`src/rtl/fetch_stage.sv`:
```
// Instruction fetch stage: one outstanding memory request, 2-entry in-order
// response FIFO, redirect with flush and stale-response drop.
module fetch_stage #(
    parameter int unsigned       DWIDTH   = 32,
    parameter int unsigned       AWIDTH   = 32,
    parameter logic [AWIDTH-1:0] RESET_PC = AWIDTH'(32'h0100_0000)
) (
    input  logic              clk,
    input  logic              rst,
    input  logic              stall_i,
    input  logic              redirect_i,
    input  logic [AWIDTH-1:0] redirect_pc_i,
    output logic              imem_req_valid_o,
    input  logic              imem_req_ready_i,
    output logic [AWIDTH-1:0] imem_req_addr_o,
    input  logic              imem_rsp_valid_i,
    input  logic [DWIDTH-1:0] imem_rsp_data_i,
    output logic              valid_o,
    output logic [AWIDTH-1:0] pc_o,
    output logic [DWIDTH-1:0] insn_o
);

    localparam logic [DWIDTH-1:0] NOP        = DWIDTH'(32'h0000_0013);
    localparam logic [AWIDTH-1:0] ALIGN_MASK = ~AWIDTH'(3);

    typedef enum logic [1:0] {
        S_REQ,
        S_WAIT,
        S_DROP
    } state_e;

    state_e            state_q, state_d;
    logic [AWIDTH-1:0] fpc_q, fpc_d;
    logic [AWIDTH-1:0] req_pc_q, req_pc_d;
    logic              head_q, head_d;
    logic [1:0]        count_q, count_d;

    logic [AWIDTH-1:0] fifo_pc_q   [2];
    logic [DWIDTH-1:0] fifo_insn_q [2];

    logic              fifo_empty;
    logic              accept;
    logic              rsp_seen;
    logic              push;
    logic              pop;
    logic              tail;
    logic [AWIDTH-1:0] redirect_fpc;

    assign fifo_empty   = (count_q == 2'd0);
    assign tail         = head_q ^ count_q[0];
    assign redirect_fpc = redirect_pc_i & ALIGN_MASK;

    // Only REQ can have nothing outstanding, so count < 2 is the whole credit check.
    assign imem_req_valid_o = !rst && (state_q == S_REQ) && (count_q != 2'd2);
    assign imem_req_addr_o  = fpc_q & ALIGN_MASK;

    assign valid_o = !rst && !fifo_empty;
    assign pc_o    = rst ? RESET_PC : (fifo_empty ? fpc_q : fifo_pc_q[head_q]);
    assign insn_o  = valid_o ? fifo_insn_q[head_q] : NOP;

    assign accept   = imem_req_valid_o && imem_req_ready_i;
    assign rsp_seen = (state_q != S_REQ) && imem_rsp_valid_i;
    assign push     = (state_q == S_WAIT) && imem_rsp_valid_i && !redirect_i;
    assign pop      = valid_o && !stall_i && !redirect_i;

    always_comb begin
        state_d  = state_q;
        fpc_d    = fpc_q;
        req_pc_d = req_pc_q;
        head_d   = head_q;
        count_d  = count_q;

        case (state_q)
            S_REQ: begin
                if (accept) begin
                    state_d  = S_WAIT;
                    fpc_d    = fpc_q + AWIDTH'(4);
                    req_pc_d = fpc_q & ALIGN_MASK;
                end
            end
            S_WAIT: begin
                if (imem_rsp_valid_i) begin
                    state_d = S_REQ;
                end
            end
            S_DROP: begin
                if (imem_rsp_valid_i) begin
                    state_d = S_REQ;
                end
            end
            default: state_d = S_REQ;
        endcase

        if (redirect_i) begin
            fpc_d   = redirect_fpc;
            head_d  = 1'b0;
            count_d = 2'd0;
            // A redirect that coincides with the last outstanding response
            // leaves nothing in flight, so fetch restarts immediately.
            if (state_q == S_REQ) begin
                state_d = accept ? S_DROP : S_REQ;
            end else begin
                state_d = rsp_seen ? S_REQ : S_DROP;
            end
        end else begin
            if (pop) begin
                head_d = ~head_q;
            end
            count_d = count_q + 2'(push) - 2'(pop);
        end
    end

    always_ff @(posedge clk) begin
        if (rst) begin
            state_q  <= S_REQ;
            fpc_q    <= RESET_PC;
            req_pc_q <= RESET_PC;
            head_q   <= 1'b0;
            count_q  <= 2'd0;
        end else begin
            state_q  <= state_d;
            fpc_q    <= fpc_d;
            req_pc_q <= req_pc_d;
            head_q   <= head_d;
            count_q  <= count_d;
        end
    end

    always_ff @(posedge clk) begin
        if (push) begin
            fifo_pc_q[tail]   <= req_pc_q;
            fifo_insn_q[tail] <= imem_rsp_data_i;
        end
    end

endmodule

```
`config.mk`:
```
export PLATFORM = sky130hd
export DESIGN_NAME = fetch_stage
export DESIGN_NICKNAME = d
export VERILOG_FILES = /design/src/rtl/fetch_stage.sv
export SDC_FILE = /design/constraint.sdc
export NUM_CORES = 1
export LEC_CHECK = 0
export ABC_AREA = 1
export CORE_MARGIN = 5
export CORE_UTILIZATION = 23
export CTS_CLUSTER_DIAMETER = 100
export DETAILED_ROUTE_END_ITERATION = 16
export GPL_TIMING_DRIVEN = 0
export PLACE_DENSITY = 0.42
export SYNTH_ARGS = -nofsm -noshare
export SYNTH_HDL_FRONTEND = slang
export SYNTH_SLANG_ARGS = --single-unit
```
`constraint.sdc`:
```
create_clock -name clk -period 5.6 [get_ports clk]
set_input_delay 0.56 -clock clk [delete_from_list [all_inputs] [get_ports clk]]
set_output_delay 0.56 -clock clk [all_outputs]
set_load 0.005 [all_outputs]
```
* Yosys cells after proc, flatten, opt, wreduce, memory -nomap -nowiden
Memory sizes are Yosys's and may differ from the RTL's. A register that Yosys moved wholly into a read port is not among the register bits. Index checks and enable logic that the tools add are counted.
Storage, ports and cells: register bits after elaboration 67, memory bits (writable) 124, bits of input ports 70, output and inout port bits 98, word-level logic and storage cells 60, memories kept 2
Memory list:
- fifo_insn_q | words 2, bits a word 32, read ports 1, clocked after Yosys merged registers in 1, write ports 1, RTL line 39 | logic [DWIDTH-1:0] fifo_insn_q [2];
- fifo_pc_q | words 2, bits a word 30, read ports 1, clocked after Yosys merged registers in 1, write ports 1, RTL line 38 | logic [AWIDTH-1:0] fifo_pc_q [2];
Operators by class: add/sub/neg operators 3, equality and inequality tests 5, multiplexer cells 19, bitwise operators 2, reduce and logical (&&, ||, !) cells 23
Operator list (number):
- 32-bit 2-to-1 mux | 6
- 32-bit by 3-bit adder with 32-bit output, second input constant | 1
- 2-bit 2-to-1 mux | 6
- 1-bit logical AND | 9
- 1-bit 2-to-1 mux | 6
- 2-bit AND reduction | 3
- 2-bit nonzero test | 3
- 1-bit logical NOT | 4
- 2-bit logical NOT | 2
- 2-bit case mux with 2 select lines | 1
- 2-bit OR reduction | 2
- 3-bit by 1-bit != test with 1-bit output, second input constant | 1
- 3-bit != test, second input constant | 1
- 2-bit by 1-bit adder with 2-bit output | 1
- 2-bit by 1-bit equality test with 1-bit output, second input constant | 1
- 2-bit equality test, second input constant | 1
- 2-bit != test, second input constant | 1
- 2-bit by 1-bit subtractor with 2-bit output | 1
- 1-bit NOT | 1
- 1-bit bitwise XOR | 1

* Logic depth before layout (Yosys ltp)
Gate-level depths: netlist (run 1).
word-level depth 7, gate-level depth with buffers 11, gate-level depth less buffers 11

* Least setup slack after synthesis (run 1)
Ideal clock, no wire load.
kind input -> register, from in redirect_i, to mem fifo_insn_q[0][0], enable pin, library setup time 0.483 ns, data arrival time 3.798 ns, slack 1.319 ns, cell stages on the path 5, path through buf_2 -> inv_1 -> buf_2 -> nand3_1 -> nor2_1
On the way: cells in the longest elaborated chain, start to end 4
RTL lines:
- from (decl) | RTL line 11 | input logic redirect_i,
- 1-bit logical NOT | RTL line 63 | assign push = (state_q == S_WAIT) && imem_rsp_valid_i && !redirect_i;
- 1-bit logical AND | RTL line 63
- 1-bit 2-to-1 mux | RTL line 130 | if (push) begin
- 1-bit 2-to-1 mux (not written as such) | RTL line 132 | fifo_insn_q[tail] <= imem_rsp_data_i;
- to (decl) | RTL line 39
No other way between the ends.

* Worst setup path after layout (run 1)
from reg count_q[0], to out pc_o[19]
On the way: cells in the longest elaborated chain, start to end 3
RTL lines:
- from (decl) | RTL line 36 | logic [1:0] count_q, count_d;
- from (signal assigned) | RTL line 125 | count_q <= count_d;
- 2-bit logical NOT | RTL line 49 | assign fifo_empty = (count_q == 2'd0);
- 32-bit 2-to-1 mux (2 in series) | RTL line 58 | assign pc_o = rst ? RESET_PC : (fifo_empty ? fpc_q : fifo_pc_q[head_q]);
- to (decl) | RTL line 19 | output logic [AWIDTH-1:0] pc_o,
No other way between the ends.

==> results of run 1 <==
-- final cells by class --
type | count | share of cell area, %
Multi-Input combinational cell | 567 | 25.4
Tap cell | 468 | 5.11
Inverter | 98 | 3.21
Clock inverter | 15 | 1.72
Buffer | 51 | 2.25
Timing Repair Buffer | 163 | 14.6
Sequential cell | 190 | 44.0
Clock buffer | 17 | 3.71
-- cell usage in the layout (no fill, tap or decap), types with 2 or more instances in the layout --
cell type / instances
buf_4: 6
xor2_1: 6
o21ai_0: 80
conb_1: 4
nand2_2: 6
nor2_4: 13
clkinv_4: 3
mux2i_1: 29
buf_12: 3
nor2_1: 27
buf_6: 3
clkbuf_1: 19
nand2_1: 226
nand3_4: 2
a31oi_1: 3
nand3_1: 99
dfxtp_1: 66
o221ai_1: 3
clkbuf_16: 17
edfxtp_1: 124
xnor2_1: 6
buf_2: 16
inv_8: 2
inv_6: 4
clkinv_8: 3
bufinv_16: 2
nor2_2: 6
nand4_1: 10
nor3_1: 4
inv_1: 98
a21oi_1: 31
buf_1: 6
clkdlybuf4s50_1: 159
ha_1: 5
-- power groups by stage --
stage	Sequential, mW	Clock, mW	Combinational, mW
floorplan	1.59	0	0.115
global placement	1.60	0	0.270
detailed placement	1.60	0	0.274
CTS	1.57	1.33	0.276
global route	1.57	1.40	0.299
finish	1.57	1.29	0.270
-- stage by stage --
stage / cell area (µm²) / hold WS (ns) / utilization [%]
6_report: 11500 / 0.371 / 31.2
5_1_grt: 11500 / 0.356 / 31.2
4_1_cts: 11500 / 0.354 / 31.2
3_5_place_dp: 10800 / 0.440 / 29.5
3_3_place_gp: 10700 / 0.435 / 29.3
2_1_floorplan: 8560 / 0.426 / -
-- final timing paths --
path	end	slack, ns
min	fpc_q[11]$_SDFFE_PP0P_	0.37
max reg2reg	count_q[1]$_SDFF_PP0_	3.17
min reg2reg	fifo_pc_q[0][25]$_DFFE_PP_	0.46
max	pc_o[19]	2.30
-- registers in the layout, indices dropped and copies added (netlist names), named ones only --
signal       cells
fifo_pc_q       60
req_pc_q        30
head_q           1
count_q          2
fifo_insn_q     64
fpc_q           30
state_q          2
-- cell usage after synthesis (10+ instances only) --
cell type / count
a21oi_1: 31
buf_2: 16
clkbuf_1: 19
dfxtp_1: 66
edfxtp_1: 124
inv_1: 98
mux2i_1: 29
nand2_1: 226
nand3_1: 99
nand4_1: 10
nor2_1: 29
nor2_4: 11
o21ai_0: 80
-- logic make-up after synthesis --
logic type | Yosys count | share of synthesized area, %
other cells | 1 | 0.0439
mux | 29 | 3.39
xor+xnor | 12 | 1.23
buf+inv | 149 | 7.32
fa+ha+maj | 5 | 0.732
simple gates | 395 | 20.9
compound gates | 122 | 7.43
flops | 190 | 59.0
-- worst max-delay path, cell delays in order, from the launching register on --
cell	delay, ns
dfxtp_1	0.44
nor2_2	0.13
nor2_4	0.23
inv_1	0.08
clkbuf_1	0.24
o21ai_0	0.55
clkdlybuf4s50_1	0.63
-- routing by layer --
layer,routed length [µm],vias up
li1,-,3380
met4,279,0
met2,12900,146
met3,1060,17
met1,13000,3065
met5,0,-
==> metrics, run 1 <==
RR Startpoint=count_q[1]$_SDFF_PP0_; clock sink total=between 150 and 200; Die Y=203 µm; multi-input logic area=around 2900 µm²; sequential power share=50.1%; Num CTS Buffers=17; wirelength, routed=27.2 mm; Max Cap Viol=0; Hold WC Path Type=primary input to flop; Final Slew Violations=0; status=complete, no violations; share of the synthesized area in the top cell type=around 44%; Synth area leaders=edfxtp_1, dfxtp_1, nand2_1; Top-Level Pins=about 170; Setup TNS Final=0 ns; GP Congestion=0.801; Final HPWL DP=a little over 20 mm; grt ovf=0; beginning of the worst hold path=rst; area grow syn2layout=34.1%; Total Power=around 3.1 mW; register area=5040 µm²; Main synth FF type=edfxtp_1; Slew HR=42.0%; Layout Cells excl Fill=about 1,600; DR pass1 iterations=4; Synth async-reset ratio=0%; Routed Antenna Nets=0; area of the mapped netlist=8550 µm²; starting density of the core=23.3%; CP endpoint kind=primary output; P_sw=roughly 0.8 mW; worst skew pair latency=0.45 ns; combinational share of power=8.6%; clock skew=0.0223 ns; hold buffer count at CTS=0; ANT cells=0; DR iter-0 viols=approximately 370; CP max FO=10; number of synthesized flops with an enable pin=124; clk root buf=clkbuf_16; Yosys cell types=34; gr usage total=a little over an eighth; filler cell count=3,871; setup bufs post-CTS=0; Period minus WS final=3.30 ns; Worst Path Required=5.04 ns; CP Class=flop to primary output; initial antenna violation count=0; placed instance count=1,537; Remaining DRCs=0; PwrDens=~270 nW/µm²; nets@finish=1,163; Sw Ratio=25.3%; Core ar.=between 30,000 and 40,000 µm²; Seq/Total Area, Yosys=59.0%; Die ar.=41,100 µm²; Routed WL per cell=17.4 µm; clock transition at the registers of the reported paths=0.09 ns; largest net degree at the start of global routing=29; site row count=70; Die W=a little over 200 µm; Hold Fails Final Rpt=0; H-Tree Depth=4; Peak supply drop=0.203 mV; Via Count=6,608; syn avg cell area=between 9 and 10 µm²; reg2reg path depth=9; CTS resizes=0; met2 usage=22.0%; crit path DAT=2.74 ns; fmax=303 MHz; layout cells sized above 1=8.27%; Startpoint Class=flop; hold depth=2; flop and latch count out of synthesis=190; CP startpoint=count_q[0]$_SDFF_PP0_; Syn Inst Count=903; Internal=2.34 mW; vias in the first global route=around 6,600; Setup Viol. Count Final=0; final cycle utilization of the critical path=58.9%; yosys warns=0; Worst Setup Slack, final=2.30 ns; vias per cell=4.21; global-route track usage on met1=roughly 18%; RSZ-0062 raised after global routing=no; Lkg Pwr=4.21 nW; IO Port Bufs=159; global-route wire length before repair=roughly 40 mm; Post-Place Worst Slack=2.48 ns; Worst-Margin Slew=0.868 ns; GR Util met3=~2.1%; grt peak-use layer=met2; CTS tree=yes; cell taking the most area after synthesis=edfxtp_1; clock share of power=41.3%; Longest Clk Path Bufs=2
(Power assumes the default switching activity.)
==> inputs of run 2 (changes only) <==
clock period = 3.3 ns   (was 5.6 ns; I/O delays follow)
==> run 2 against run 1 <==
- die area unchanged
- combinational power up 70%
- power up 70%
- clock-buffer cell count unchanged
- via count unchanged
- cell area unchanged
- critical endpoint is now pc_o[20]
- largest power group unchanged
==> metrics, run 2 (synthesized netlist as in run 1, its figures left out) <==
CTS tree=yes; CP Class=flop to primary output; vias per cell=4.21 (unchanged); gr usage total=13.2% (unchanged); Final Slew Violations=0 (unchanged); DR pass1 iterations=4 (unchanged); starting density of the core=23.3% (unchanged); Die W=203 µm (unchanged); Worst Path Required=2.97 ns (-2.07 ns); P_sw=1.34 mW (+70%); Internal=3.97 mW (+70%); Core ar.=36,700 µm² (unchanged); status=complete, no violations; Worst Setup Slack, final=0.308 ns (-2.00 ns); Routed Antenna Nets=0 (unchanged); initial antenna violation count=0 (unchanged); Final HPWL DP=20.2 mm (unchanged); Slew HR=42.0% (unchanged); CP endpoint kind=primary output; Die Y=203 µm (unchanged); area grow syn2layout=34.1% (unchanged); Num CTS Buffers=17 (unchanged); clock transition at the registers of the reported paths=0.09 ns (about the same); vias in the first global route=6,564 (unchanged); multi-input logic area=2910 µm² (unchanged); RSZ-0062 raised after global routing=no; Max Cap Viol=0 (unchanged); IO Port Bufs=159 (unchanged); hold buffer count at CTS=0 (unchanged); register area=5040 µm² (unchanged); DR iter-0 viols=374 (unchanged); ANT cells=0 (unchanged); Top-Level Pins=168 (unchanged); Placed Area=10,800 µm² (unchanged); H-Tree Depth=4 (unchanged); Post-Place Worst Slack=0.410 ns (-2.07 ns); fmax=334 MHz; Die ar.=41,100 µm² (unchanged); worst skew pair latency=0.45 ns (about the same); final cycle utilization of the critical path=approximately nine tenths; largest net degree at the start of global routing=29 (unchanged); Hold Fails Final Rpt=0 (unchanged); CP max FO=10 (unchanged); top flop regs=fifo_insn_q x64, fifo_pc_q x60; PwrDens=463 nW/µm² (+70%); Remaining DRCs=0 (unchanged); Via Count=6,608 (unchanged); Setup Viol. Count Final=0 (unchanged); combinational share of power=8.6% (about the same); largest register by flop count=fifo_insn_q; filler cell count=3,871 (unchanged); Layout Cells excl Fill=1,569 (unchanged); layout cells sized above 1=8.27% (unchanged); clock skew=0.0223 ns (unchanged); final cell utilization of the core=31.2% (unchanged); Lkg Pwr=4.21 nW (about the same); most frequent cells in the layout=nand2_1, clkdlybuf4s50_1, edfxtp_1; Largest register FFs=64 (unchanged); clock sink total=190 (unchanged); Period minus WS final=2.99 ns; Longest Clk Path Bufs=2 (unchanged); crit path DAT=2.66 ns (-0.08 ns); Sw Ratio=25.3% (about the same); sequential power share=50.1% (about the same); clk root buf=clkbuf_16; nets@finish=1,163 (unchanged); clock share of power=41.3% (about the same); Setup TNS Final=0 ns (unchanged); Startpoint Class=flop; grt ovf=0 (unchanged); wirelength, routed=27.2 mm (unchanged); global-route wire length before repair=41.2 mm (unchanged); Worst-Margin Slew=0.868 ns (unchanged); commonest non-fill, non-tap cell in the layout=nand2_1; placed instance count=1,537 (unchanged); Final Cell Area=11,500 µm² (unchanged); Routed WL per cell=17.4 µm (unchanged); GP Congestion=0.801 (unchanged); site row count=70 (unchanged); Peak supply drop=0.344 mV (+70%); Hold WC Path Type=primary input to flop
run 2: power groups by stage:
stage                     clock network, mW  logic [mW]  registers [mW]
after floorplan                           0       0.196            2.69
final                                  2.19       0.458            2.66
after detailed placement                  0       0.465            2.72
after global placement                    0       0.459            2.72
after CTS                              2.26       0.468            2.66
after global routing                   2.37       0.507            2.67
run 2: final cells by class:
cell class / instances / share of cell area [%]
Buffer: 51 / 2.25
Timing Repair Buffer: 163 / 14.6
Sequential cell: 190 / 44.0
Clock inverter: 15 / 1.72
Multi-Input combinational cell: 567 / 25.4
Inverter: 98 / 3.21
Tap cell: 468 / 5.11
Clock buffer: 17 / 3.71
run 2: worst paths after layout:
kind                                     end  slack, ns                      start  depth (start not counted)
setup / recovery                    pc_o[20]       0.31      count_q[0]$_SDFF_PP0_                          7
hold / removal        fpc_q[11]$_SDFFE_PP0P_       0.14                        rst                          2
setup reg to reg       count_q[1]$_SDFF_PP0_       0.87      count_q[1]$_SDFF_PP0_                          9
hold reg to reg   fifo_pc_q[0][25]$_DFFE_PP_       0.46  req_pc_q[27]$_SDFFE_PP0P_                          0
run 2: critical path: stages, from the launching register on:
cell and delay, ns:
dfxtp_1 0.44, nor2_2 0.13, nor2_4 0.23, inv_1 0.08
clkbuf_2 0.22, buf_2 0.23, o21ai_0 0.32, clkdlybuf4s50_1 0.58
run 2: metal layers:
metal | GRT usage, % | share of wire, % | vias to the layer above
li1 | - | - | 3380
met1 | 18.0 | 48 | 3065
met2 | 22.0 | 47 | 146
met3 | 2.11 | 3.9 | 17
met4 | 3.23 | 1.0 | 0
met5 | 0 | 0 | -
run 2: timing repair:
action / CTS / global route
resized for setup: 0 / 1
endpoints found under the setup margin: 0 / 1
setup buffers: 0 / 0
run 2: per-stage QoR:
step / total power [mW] / hold WS [ns]
after floorplan: 2.89 / 0.426
final: 5.31 / 0.141
after detailed placement: 3.18 / 0.440
after global routing: 5.55 / 0.126
after global placement: 3.18 / 0.435
after CTS: 5.39 / 0.124
==> inputs of run 3 (changes only) <==
CELL_PAD_IN_SITES_DETAIL_PLACEMENT = 0   (was default)
CELL_PAD_IN_SITES_GLOBAL_PLACEMENT = 2   (was default)
PLACE_DENSITY = 0.61   (was 0.42)
==> run 3 against run 2 <==
- worst setup slack worse by 0.093 ns
- register-to-register slack better by 0.09 ns
- maximum frequency down 3.0%
- clock power down 2%
- sequential share of layout area about the same
- critical path type unchanged
- largest power group unchanged
- utilization about the same
- first-iteration DRC count down 30%
- largest cell class unchanged
- worst hold slack better by 0.014 ns
- critical endpoint unchanged
- highest routed layer unchanged
==> metrics, run 3 (synthesized netlist as in run 1, its figures left out) <==
top flop regs=fifo_insn_q x64, fifo_pc_q x60; Period minus WS final=3.08 ns (+0.0929 ns); Longest Clk Path Bufs=2 (unchanged); CP max FO=10 (unchanged); Startpoint Class=flop; status=complete, no violations; Crit-path slowest cell=clkdlybuf4s50_1; Largest register FFs=64 (unchanged); Lkg Pwr=4.20 nW (-0.21%); layout cells sized above 1=7.90% (-0.36 points); Post-Place Worst Slack=0.507 ns (+0.0975 ns); Setup Viol. Count Final=0 (unchanged); Core ar.=36,700 µm² (unchanged); largest net degree at the start of global routing=29 (unchanged); crit-path max cell delay=0.59 ns (about the same); Top-Level Pins=168 (unchanged); Die Y=203 µm (unchanged); clock sink total=190 (unchanged); Routed WL per cell=17.6 µm (+1.2%); Routed Antenna Nets=0 (unchanged); Peak supply drop=0.361 mV (+5.0%); Num CTS Buffers=17 (unchanged); initial antenna violation count=0 (unchanged); fmax=324 MHz (-3.0%); Hold WC Path Type=primary input to flop; CTS resizes=0 (unchanged); Die ar.=41,100 µm² (unchanged); CTS tree=yes; setup bufs post-CTS=0 (unchanged); Die W=203 µm (unchanged); vias per cell=4.26 (+1.1%); PwrDens=460 nW/µm² (-0.81%); largest register by flop count=fifo_insn_q; CP Class=flop to primary output; wirelength, routed=27.6 mm (+1.2%); IO Port Bufs=159 (unchanged); grt ovf=0 (unchanged); final cell utilization of the core=31.2% (-0.034 points); crit path DAT=2.75 ns (+0.09 ns); Via Count=6,680 (+1.1%); area grow syn2layout=33.9%; site row count=70 (unchanged); Hold Fails Final Rpt=0 (unchanged); CP endpoint kind=primary output; RSZ-0062 raised after global routing=no; most frequent cells in the layout=nand2_1, clkdlybuf4s50_1, edfxtp_1; clock skew=0.0131 ns (-0.00920 ns); hold buffer count at CTS=0 (unchanged); Slew HR=53.0% (+11 points); commonest non-fill, non-tap cell in the layout=nand2_1; global-route wire length before repair=42.0 mm (+2.0%); H-Tree Depth=4 (unchanged); Final Slew Violations=0 (unchanged); Setup TNS Final=0 ns (unchanged); Final HPWL DP=20.6 mm (+1.8%); GP Congestion=0.763 (-4.6%); clock transition at the registers of the reported paths=0.07 ns (-0.02 ns); Remaining DRCs=0 (unchanged); ANT cells=0 (unchanged); Worst Path Required=2.97 ns (about the same); worst skew pair latency=0.44 ns (about the same); crit path cell chain=nor2_2 -> nor2_4 -> inv_1 -> clkbuf_2 -> buf_2 -> o21ai_0 -> clkdlybuf4s50_1; DR iter-0 viols=263 (-30%); vias in the first global route=6,980 (+6.3%); Worst-Margin Slew=0.703 ns (-0.165 ns); final cycle utilization of the critical path=93.5% (+2.8 points); starting density of the core=23.3% (unchanged); DR pass1 iterations=4 (unchanged); Max Cap Viol=0 (unchanged); nets@finish=1,163 (unchanged); clk root buf=clkbuf_16; gr usage total=13.4% (+0.24 points); Worst Setup Slack, final=0.215 ns (-0.0929 ns)
## run 3: metal layers
| metal | routed length, µm | vias to the layer above | track usage (%) |
|---|---|---|---|
| met5 | 0 | - | 0 |
| met4 | 350 | 0 | 3.59 |
| met3 | 1150 | 16 | 2.73 |
| met2 | 13600 | 127 | 23.5 |
| met1 | 12400 | 3149 | 16.9 |
| li1 | - | 3388 | - |
## run 3: critical path, delay by kind of cell, from the launching register on
family | cells | cell delay [ns]
AOI/OAI and AO/OA | 1 | 0.34
buffers and inverters | 4 | 1.14
DFF | 1 | 0.43
and+or+nand+nor | 2 | 0.40
## run 3: power by group
group	internal, mW	switching (mW)
registers	2.59	0.0765
clock network	1.22	0.926
logic	0.222	0.232
## run 3: final cells by class
class                      count  area (µm²)
sequential                   190        5040
fill                        3882       25200
timing repair buffer         163        1690
clock buffer                  19         443
multi-input combinational    567        2910
buffer                        51         258
clock inverter                13         160
inverter                      98         368
tap                          468         586
## run 3: metrics by stage
| stage | hold WS (ns) | power, mW | instance area, µm² | cells |
|---|---|---|---|---|
| 5_1_grt | 0.139 | 5.49 | 11500 | 1569 |
| 3_5_place_dp | 0.442 | 3.18 | 10800 | 1537 |
| 3_3_place_gp | 0.434 | 3.18 | 10700 | 1533 |
| 6_report | 0.155 | 5.26 | 11500 | 1569 |
| 4_1_cts | 0.134 | 5.36 | 11500 | 1569 |
| 2_1_floorplan | 0.426 | 2.89 | 8560 | 906 |
## run 3: path summary, 6_finish.rpt
kind,start,to,slack [ns],cells past startpoint
setup / recovery,count_q[0]$_SDFF_PP0_,pc_o[20],0.22,7
hold / removal,rst,fpc_q[11]$_SDFFE_PP0P_,0.16,2
setup reg to reg,count_q[1]$_SDFF_PP0_,count_q[1]$_SDFF_PP0_,0.96,9
hold reg to reg,req_pc_q[8]$_SDFFE_PP0P_,fifo_pc_q[1][6]$_DFFE_PP_,0.46,0
